<file path="src/rtl/bidi_shift_pkg.sv">
// Shared constants for the bidirectional shift array and its step timer.
package bidi_shift_pkg;

  localparam int SR_WIDTH_DEF = 8;
  localparam int SR_DEPTH_DEF = 16;
  localparam int RPT_W_DEF    = 8;

  localparam logic DIR_RIGHT   = 1'b0;
  localparam logic DIR_LEFT    = 1'b1;
  localparam logic MODE_INPUT  = 1'b0;
  localparam logic MODE_ROTATE = 1'b1;

endpackage

</file>
<file path="src/rtl/step_timer.sv">
// Step request source: rising-edge detect on the manual shift input plus a
// free-running auto-step counter that ticks once every auto_period cycles.
module step_timer
  import bidi_shift_pkg::*;
#(
  parameter int RPT_W = RPT_W_DEF
) (
  input  logic             clk,
  input  logic             nreset,
  input  logic             shift,
  input  logic             auto_en,
  input  logic [RPT_W-1:0] auto_period,
  output logic             step_req
);

  logic             shift_dly_q, shift_dly_d;
  logic [RPT_W-1:0] cnt_q, cnt_d;
  logic [RPT_W-1:0] last_cnt;
  logic             auto_active;
  logic             auto_tick;
  logic             manual_edge;

  assign last_cnt    = auto_period - RPT_W'(1);
  assign auto_active = auto_en && (auto_period != '0);
  assign auto_tick   = auto_active && (cnt_q == last_cnt);
  assign manual_edge = shift && !shift_dly_q;
  assign step_req    = manual_edge || auto_tick;

  always_comb begin
    shift_dly_d = shift;
    cnt_d       = cnt_q + RPT_W'(1);
    // A count at or beyond the last slot wraps; only the exact match ticks.
    if (!auto_active || (cnt_q >= last_cnt)) begin
      cnt_d = '0;
    end
  end

  always_ff @(posedge clk) begin
    if (!nreset) begin
      shift_dly_q <= 1'b0;
      cnt_q       <= '0;
    end else begin
      shift_dly_q <= shift_dly_d;
      cnt_q       <= cnt_d;
    end
  end

endmodule

</file>
<file path="src/rtl/bidi_shift_array.sv">
// Programmable pattern store: SR_DEPTH x SR_WIDTH array that shifts or rotates
// either way, with random-access write, registered tap and fill tracking.
module bidi_shift_array
  import bidi_shift_pkg::*;
#(
  parameter int  SR_WIDTH = SR_WIDTH_DEF,
  parameter int  SR_DEPTH = SR_DEPTH_DEF,
  parameter int  RPT_W    = RPT_W_DEF,
  localparam int IDX_W    = $clog2(SR_DEPTH)
) (
  input  logic                clk,
  input  logic                nreset,
  input  logic [SR_WIDTH-1:0] input_data,
  input  logic                direction,
  input  logic                shift,
  input  logic                input_rotate,
  input  logic                auto_en,
  input  logic [RPT_W-1:0]    auto_period,
  input  logic                wr_en,
  input  logic [IDX_W-1:0]    wr_index,
  input  logic [IDX_W-1:0]    tap_index,
  output logic [SR_WIDTH-1:0] output_data,
  output logic [SR_WIDTH-1:0] tap_data,
  output logic [IDX_W:0]      fill_count,
  output logic                full,
  output logic                empty,
  output logic                step_pulse,
  output logic                write_drop
);

  localparam logic [IDX_W:0] DEPTH_C = (IDX_W + 1)'(SR_DEPTH);

  logic [SR_WIDTH-1:0] sr_q [SR_DEPTH];
  logic [SR_WIDTH-1:0] sr_d [SR_DEPTH];
  logic [IDX_W:0]      fill_q, fill_d;
  logic [SR_WIDTH-1:0] tap_q, tap_d;
  logic                step_pulse_q, step_pulse_d;
  logic                write_drop_q, write_drop_d;
  logic                step_req;
  logic                wr_ok;
  logic                tap_ok;

  step_timer #(.RPT_W(RPT_W)) u_step_timer (
    .clk        (clk),
    .nreset     (nreset),
    .shift      (shift),
    .auto_en    (auto_en),
    .auto_period(auto_period),
    .step_req   (step_req)
  );

  assign wr_ok  = {1'b0, wr_index} < DEPTH_C;
  assign tap_ok = {1'b0, tap_index} < DEPTH_C;

  always_comb begin
    sr_d         = sr_q;
    fill_d       = fill_q;
    step_pulse_d = step_req;
    // A step always wins over a same-cycle write.
    write_drop_d = wr_en && (step_req || !wr_ok);
    tap_d        = tap_ok ? sr_q[tap_index] : '0;
    if (step_req) begin
      if (direction == DIR_RIGHT) begin
        for (int i = SR_DEPTH - 1; i >= 1; i--) sr_d[i] = sr_q[i-1];
        sr_d[0] = (input_rotate == MODE_ROTATE) ? sr_q[SR_DEPTH-1] : input_data;
      end else begin
        for (int i = 0; i <= SR_DEPTH - 2; i++) sr_d[i] = sr_q[i+1];
        sr_d[SR_DEPTH-1] = (input_rotate == MODE_ROTATE) ? sr_q[0] : input_data;
      end
      if ((input_rotate == MODE_INPUT) && (fill_q != DEPTH_C)) begin
        fill_d = fill_q + (IDX_W + 1)'(1);
      end
    end else if (wr_en && wr_ok) begin
      sr_d[wr_index] = input_data;
    end
  end

  always_ff @(posedge clk) begin
    if (!nreset) begin
      for (int i = 0; i < SR_DEPTH; i++) sr_q[i] <= '0;
      fill_q       <= '0;
      tap_q        <= '0;
      step_pulse_q <= 1'b0;
      write_drop_q <= 1'b0;
    end else begin
      sr_q         <= sr_d;
      fill_q       <= fill_d;
      tap_q        <= tap_d;
      step_pulse_q <= step_pulse_d;
      write_drop_q <= write_drop_d;
    end
  end

  assign output_data = sr_q[SR_DEPTH-1];
  assign tap_data    = tap_q;
  assign fill_count  = fill_q;
  assign full        = (fill_q == DEPTH_C);
  assign empty       = (fill_q == '0);
  assign step_pulse  = step_pulse_q;
  assign write_drop  = write_drop_q;

endmodule

</file>
<file path="config.mk">
export PLATFORM = sky130hd
export DESIGN_NAME = bidi_shift_array
export DESIGN_NICKNAME = d
export VERILOG_FILES = /design/src/rtl/bidi_shift_pkg.sv /design/src/rtl/step_timer.sv /design/src/rtl/bidi_shift_array.sv
export SDC_FILE = /design/constraint.sdc
export NUM_CORES = 1
export LEC_CHECK = 0
export ABC_AREA = 1
export BUFFER_PORTS_ARGS = -buffer_cell sky130_fd_sc_hd__buf_2
export CAP_MARGIN = 5
export CORE_MARGIN = 5
export CORE_UTILIZATION = 35
export CTS_BUF_LIST = sky130_fd_sc_hd__clkbuf_16
export DETAILED_ROUTE_END_ITERATION = 8
export HOLD_SLACK_MARGIN = 0.05
export MAX_ROUTING_LAYER = met4
export PLACE_DENSITY = 0.55
export SYNTH_ARGS = -nofsm -noshare
export SYNTH_HDL_FRONTEND = slang
export SYNTH_SLANG_ARGS = --single-unit
</file>
<file path="constraint.sdc">
create_clock -name clk -period 4.4 [get_ports clk]
set_input_delay 0.22 -clock clk [delete_from_list [all_inputs] [get_ports clk]]
set_output_delay 0.22 -clock clk [all_outputs]
set_load 0.02 [all_outputs]
</file>
After elaboration in Yosys (flattened, before gate mapping)
Index checks and enable logic that the tools add are counted.
- bits in registers: 152
- logic and storage cells: 62
- bitwise operators: 4
- eq/ne operators: 3
- add/sub/neg operators: 3
- order comparisons: 4
- multiplexer cells: 11
- reduce and logical (&&, ||, !) cells: 15
- operator list (cell ; count):
    two-way mux 128 bit ; 3
    bitwise mux 128 bit ; 1
    two-way mux 8 bit ; 5
    binary-select mux 8 bit (select 4 bit) ; 1
    demux 8 bit (select 4 bit) ; 1
    >= comparator 5 bit (second input constant) ; 2
    NOT 4 -> 5 bit ; 2
    adder 8 x 1 -> 8 bit (second input constant) ; 1
    == test 8 bit ; 1
    >= comparator 8 bit ; 1
    nonzero test 8 bit ; 1
    subtractor 8 x 1 -> 8 bit (second input constant) ; 1
    logical AND 1 bit ; 6
    adder 5 x 1 -> 5 bit (second input constant) ; 1
    == test 5 bit (second input constant) ; 1
    logical NOT 5 bit ; 1
    less-than comparator 5 x 1 -> 1 bit (second input constant) ; 1
    != test 5 bit (second input constant) ; 1
    logical NOT 1 bit ; 2
    logical OR 1 bit ; 2
    NOT 1 bit ; 2
    AND reduction 2 bit ; 1
    nonzero test 2 bit ; 1
    OR reduction 2 bit ; 1

Depth between registers and ports, before layout
- depth in word-level cells: 8
- mapped depth: 18
- depth with buffers taken out: 17

Hierarchy
From an unflattened synthesis, not the netlist that was laid out.
- cell total of the unflattened synthesis: 1632
- area total of the unflattened synthesis: 9902.0 um^2
- modules (own cells, without submodules) (module ; area each (um^2) ; sequential area each (um^2) ; cells each ; times used):
    bidi_shift_array ; 9162.5 ; 2862.7 ; 1525 ; 1
    step_timer ; 739.5 ; 180.2 ; 107 ; 1

Least setup slack after synthesis
OpenSTA, ideal clock, no wires.
- path type: input port to flip-flop
- from: in auto_period[0]
- to: reg sr_q[11] in the netlist's numbering
- setup time: 0.113 ns
- data arrival time: 2.145 ns
- buffers on the path: 2
- path slack: 2.142 ns
- stages on the path: 18
- cell sequence: inv_1 -> ha_1 -> nand3_1 -> nor2_1 -> xor2_1 -> inv_1 -> ha_1 -> nand2_1 -> inv_2 -> nand2_2 -> nor2_4 -> nand3_4 -> nand2_4 -> inv_4 -> buf_6 -> buf_6 -> o21ai_1 -> nor2_1
- word-level cells in the longest chain between the ends: 5
- ends and longest elaborated chain (what ; line ; source):
    from (decl) ; bidi_shift_array.sv:18 ; input logic [RPT_W-1:0] auto_period,
    subtractor 8 x 1 -> 8 bit / nonzero test 8 bit (equally long branches) ; step_timer.sv:23, step_timer.sv:24 ;
    == test 8 bit / logical AND 1 bit (equally long branches) ; step_timer.sv:25, step_timer.sv:24 ;
    logical AND 1 bit (*) ; step_timer.sv:25 ; assign auto_tick = auto_active && (cnt_q == last_cnt);
    logical OR 1 bit (*) ; step_timer.sv:27 ; assign step_req = manual_edge || auto_tick;
    two-way mux 128 bit / nonzero test 2 bit (equally long branches) ; - ;
    to (signal assigned) ; bidi_shift_array.sv:86 ; sr_q <= sr_d;
    to (decl) ; bidi_shift_array.sv:33 ; logic [SR_WIDTH-1:0] sr_q [SR_DEPTH];
Every way passes the cells marked *; elsewhere a longest branch is shown, timed or not.
A chain may end at the register's enable or synchronous reset.

Final worst setup path
- from: in auto_period[0]
- to: reg sr_q[57] in the netlist's numbering
Same word-level chain as after synthesis.

==> impl_metrics.json <==
{
  "fin_tns_setup_ns": 0,
  "dieHeight_um": 181,
  "drt_wl_total_mm": 37.0,
  "initialDrtViolationCount": 1118,
  "globalRoute.busiestLayer": "met2",
  "fp.dieArea_um2": 32700,
  "crit_required_ns": 4.77,
  "syn-num-nets": 1778,
  "timing.max_cap.violations": 0,
  "synth-warning-count": 0,
  "crit_path_start_kind": "input port",
  "synth_cell_types": 32,
  "layout_worst_path_cycle_share": 0.621,
  "switching_share": 0.337,
  "timing.critical_path.fanout_max": 72,
  "cts.sink_count": 152,
  "tritoncts.num_buffers": 17,
  "worstSetupEndpointType": "flop",
  "yosys.area.top_type": "dfxtp_1",
  "timing_worst_setup_path_type": "in2reg",
  "yosysMostFrequentCell": "o21ai_0",
  "grt_util_all_layers": 0.229,
  "synth_common_cells": "o21ai_0 (351), nand2_1 (332), nor2_1 (317)",
  "drcViolationCount": 0,
  "power_frac_seq": 0.413,
  "grt_max_degree": 96,
  "globalRouteOverflowTotal": 0,
  "row_count": 62,
  "cell_chain_critical_path": "buf_2 > inv_1 > ha_1 > nand3_1 > nor2_1 > xor2_1 > inv_1 > ha_1 > nand2_1 > inv_2 > nand2_2 > nor2_4 > nand3_4 > nand2_4 > inv_4 > buf_4 > o21ai_0 > nor2_1",
  "critical_path.n_buffers_inverters": 6,
  "via_count": 11000,
  "timing.critical_path.arrival_ns": 3.10,
  "yosys-top-cells-area": "dfxtp_1 (30%), o21ai_0 (17%), nand2_1 (12%)",
  "asyncSetResetFlopFracSynth": 0,
  "post-layout-total-power_mw": 3.74,
  "min_period_ns": 2.73,
  "cp_top_family": "buffers and inverters",
  "grt_pass1_wl_mm": 58.3,
  "clock_latency_ns": 0.44,
  "cts_setup_buffers": 0,
  "power.internal_mw": 2.48,
  "syn-cell-area_um2": 10200,
  "antenna_violating_nets_post_route": 0,
  "tightest_slew_ns": 1.07,
  "io_buffers": 55,
  "ctsResizeCount": 0,
  "grt_util_met2": 0.375,
  "clk_pin_slew_worst_paths_ns": 0.07,
  "drive_above_1_share": 0.0744,
  "count_of_flip_flops_with_a_built_in_enable_after_synthesis": 0,
  "timing.final.ws_setup_ns": 1.67,
  "report.final.hold_viol_count": 0,
  "ys_ff_latch": 152,
  "grt_use_met3": 0.0354,
  "combinationalPowerShare": 0.191,
  "antenna_found_initial": 1,
  "fin_worst_skew_ns": 0.0124,
  "hold_class": "in2reg",
  "syn_inst": 1734,
  "clock_path_buffers": 2,
  "gr_met1_demand_resource": 0.299,
  "cts_hold_buf": 1,
  "p_switching_mw": 1.26,
  "seq_area_frac_synth": 0.298,
  "cts_root_buffer_type": "clkbuf_16",
  "dp_hpwl_mm": 22.4,
  "finalSetupViolations": 0,
  "critical_path.slowest_cell": "inv_4",
  "power.clock.fraction": 0.396,
  "fp.dieW_um": 181,
  "design.portCount": 56,
  "synth.top_cell.area_share": 0.298,
  "core_box_area_um2": 28800,
  "initial_utilization": 0.355,
  "cp_slowest_stage_delay_ns": 0.65,
  "avgRoutedWirePerCell_um": 17.7,
  "design.final.nets": 1739,
  "drt_pass1_iterations": 5,
  "total_leakage_power_nw": 4.51,
  "vias_per_cell": 5.25,
  "drv_slew": 0,
  "clock_tree.htree_level_count": 4,
  "finalWeightedCongestion": 0.840,
  "cts_tree": "yes",
  "grt_pass1_vias": 10100,
  "timing.max_slew.rel_slack": 0.282,
  "postSynthAreaPerCell_um2": 5.89,
  "area_delta_synth_final_pct": 8.16,
  "ys.flop_type": "dfxtp_1",
  "outcome": "completed",
  "fmaxAchievable_mhz": 366,
  "cell_pwr_density_nw_per_um2": 339,
  "grt_setup_unrepaired": "false",
  "power.ir.vdd_worst_mv": 0.235,
  "pre_cts_ws_ns": 1.23
}
-- power groups by stage --
| stage | clock (mW) | sequential [mW] | combinational (mW) |
|---|---|---|---|
| 2_1_floorplan | 0 | 1.56 | 0.526 |
| 6_report | 1.48 | 1.54 | 0.716 |
| 3_5_place_dp | 0 | 1.57 | 0.707 |
| 4_1_cts | 1.50 | 1.54 | 0.712 |
| 5_1_grt | 1.56 | 1.56 | 0.812 |
| 3_3_place_gp | 0 | 1.57 | 0.702 |
-- area by class of cell --
type	instances	area (µm²)
Sequential cell	152	3040
Multi-Input combinational cell	1291	5930
Timing Repair Buffer	73	422
Clock inverter	15	143
Clock buffer	17	425
Tap cell	384	480
Antenna cell	1	2.50
Fill cell	3152	17700
Inverter	160	603
-- tightest hold or removal path, stage by stage --
cell	delay (ns)
buf_2	0.17
nand2_1	0.08
o21ai_1	0.06
nor2_1	0.08
nor2_1	0.05
-- through the flow --
| step | hold WS [ns] | cells | utilization | area, µm² |
|---|---|---|---|---|
| final | 0.261 | 2093 | 0.384 | 11000 |
| after global routing | 0.280 | 2093 | 0.384 | 11000 |
| after CTS | 0.259 | 2092 | 0.384 | 11000 |
| after detailed placement | 0.419 | 2059 | 0.364 | 10500 |
| after global placement | 0.412 | 2059 | 0.364 | 10500 |
| after floorplan | 0.313 | 1734 | - | 10200 |
-- per-layer routing --
metal,share of wire,up-vias
met5,0,-
met4,0.015,0
met3,0.066,45
met2,0.47,345
met1,0.45,5075
li1,-,5514
-- cells in the final DEF (no fill, tap or decap), types with 5 or more instances in the layout --
| cell | instances |
|---|---|
| a21oi_1 | 80 |
| buf_2 | 53 |
| buf_4 | 18 |
| clkbuf_16 | 17 |
| clkinv_1 | 9 |
| dfxtp_1 | 152 |
| ha_1 | 13 |
| inv_1 | 146 |
| inv_2 | 6 |
| inv_6 | 5 |
| nand2_1 | 332 |
| nand3_1 | 113 |
| nand4_1 | 7 |
| nor2_1 | 317 |
| nor2_2 | 7 |
| o211ai_1 | 6 |
| o21ai_0 | 351 |
| o21ai_1 | 32 |
| xor2_1 | 11 |
-- cell families after synthesis --
logic type,share of synthesized area
AOI/OAI and AO/OA,0.231
xor gates and xnor gates,0.0129
adders and majority gates,0.0159
buffers and inverters,0.122
DFF,0.298
muxes,0.00196
and+or+nand+nor,0.318
-- flip-flops by register name, summed over array words and instances, names as in the netlist --
name and flops:
step_pulse 1, fill_count 5, u_step_timer.cnt_q 8, output_data 8, tap_data 8, sr_q 120, u_step_timer.shift_dly_q 1, write_drop 1
-- final timing paths --
kind	from	endpoint	slack, ns	cells past startpoint
hold / removal	input_data[3]	sr_q[43]	0.26	5
setup reg to reg	u_step_timer.cnt_q[0]	sr_q[57]	1.85	12
setup / recovery	auto_period[0]	sr_q[57]	1.67	18
hold reg to reg	u_step_timer.cnt_q[0]	u_step_timer.cnt_q[0]	0.47	1
No activity file was read; power rests on OpenSTA's default activity.
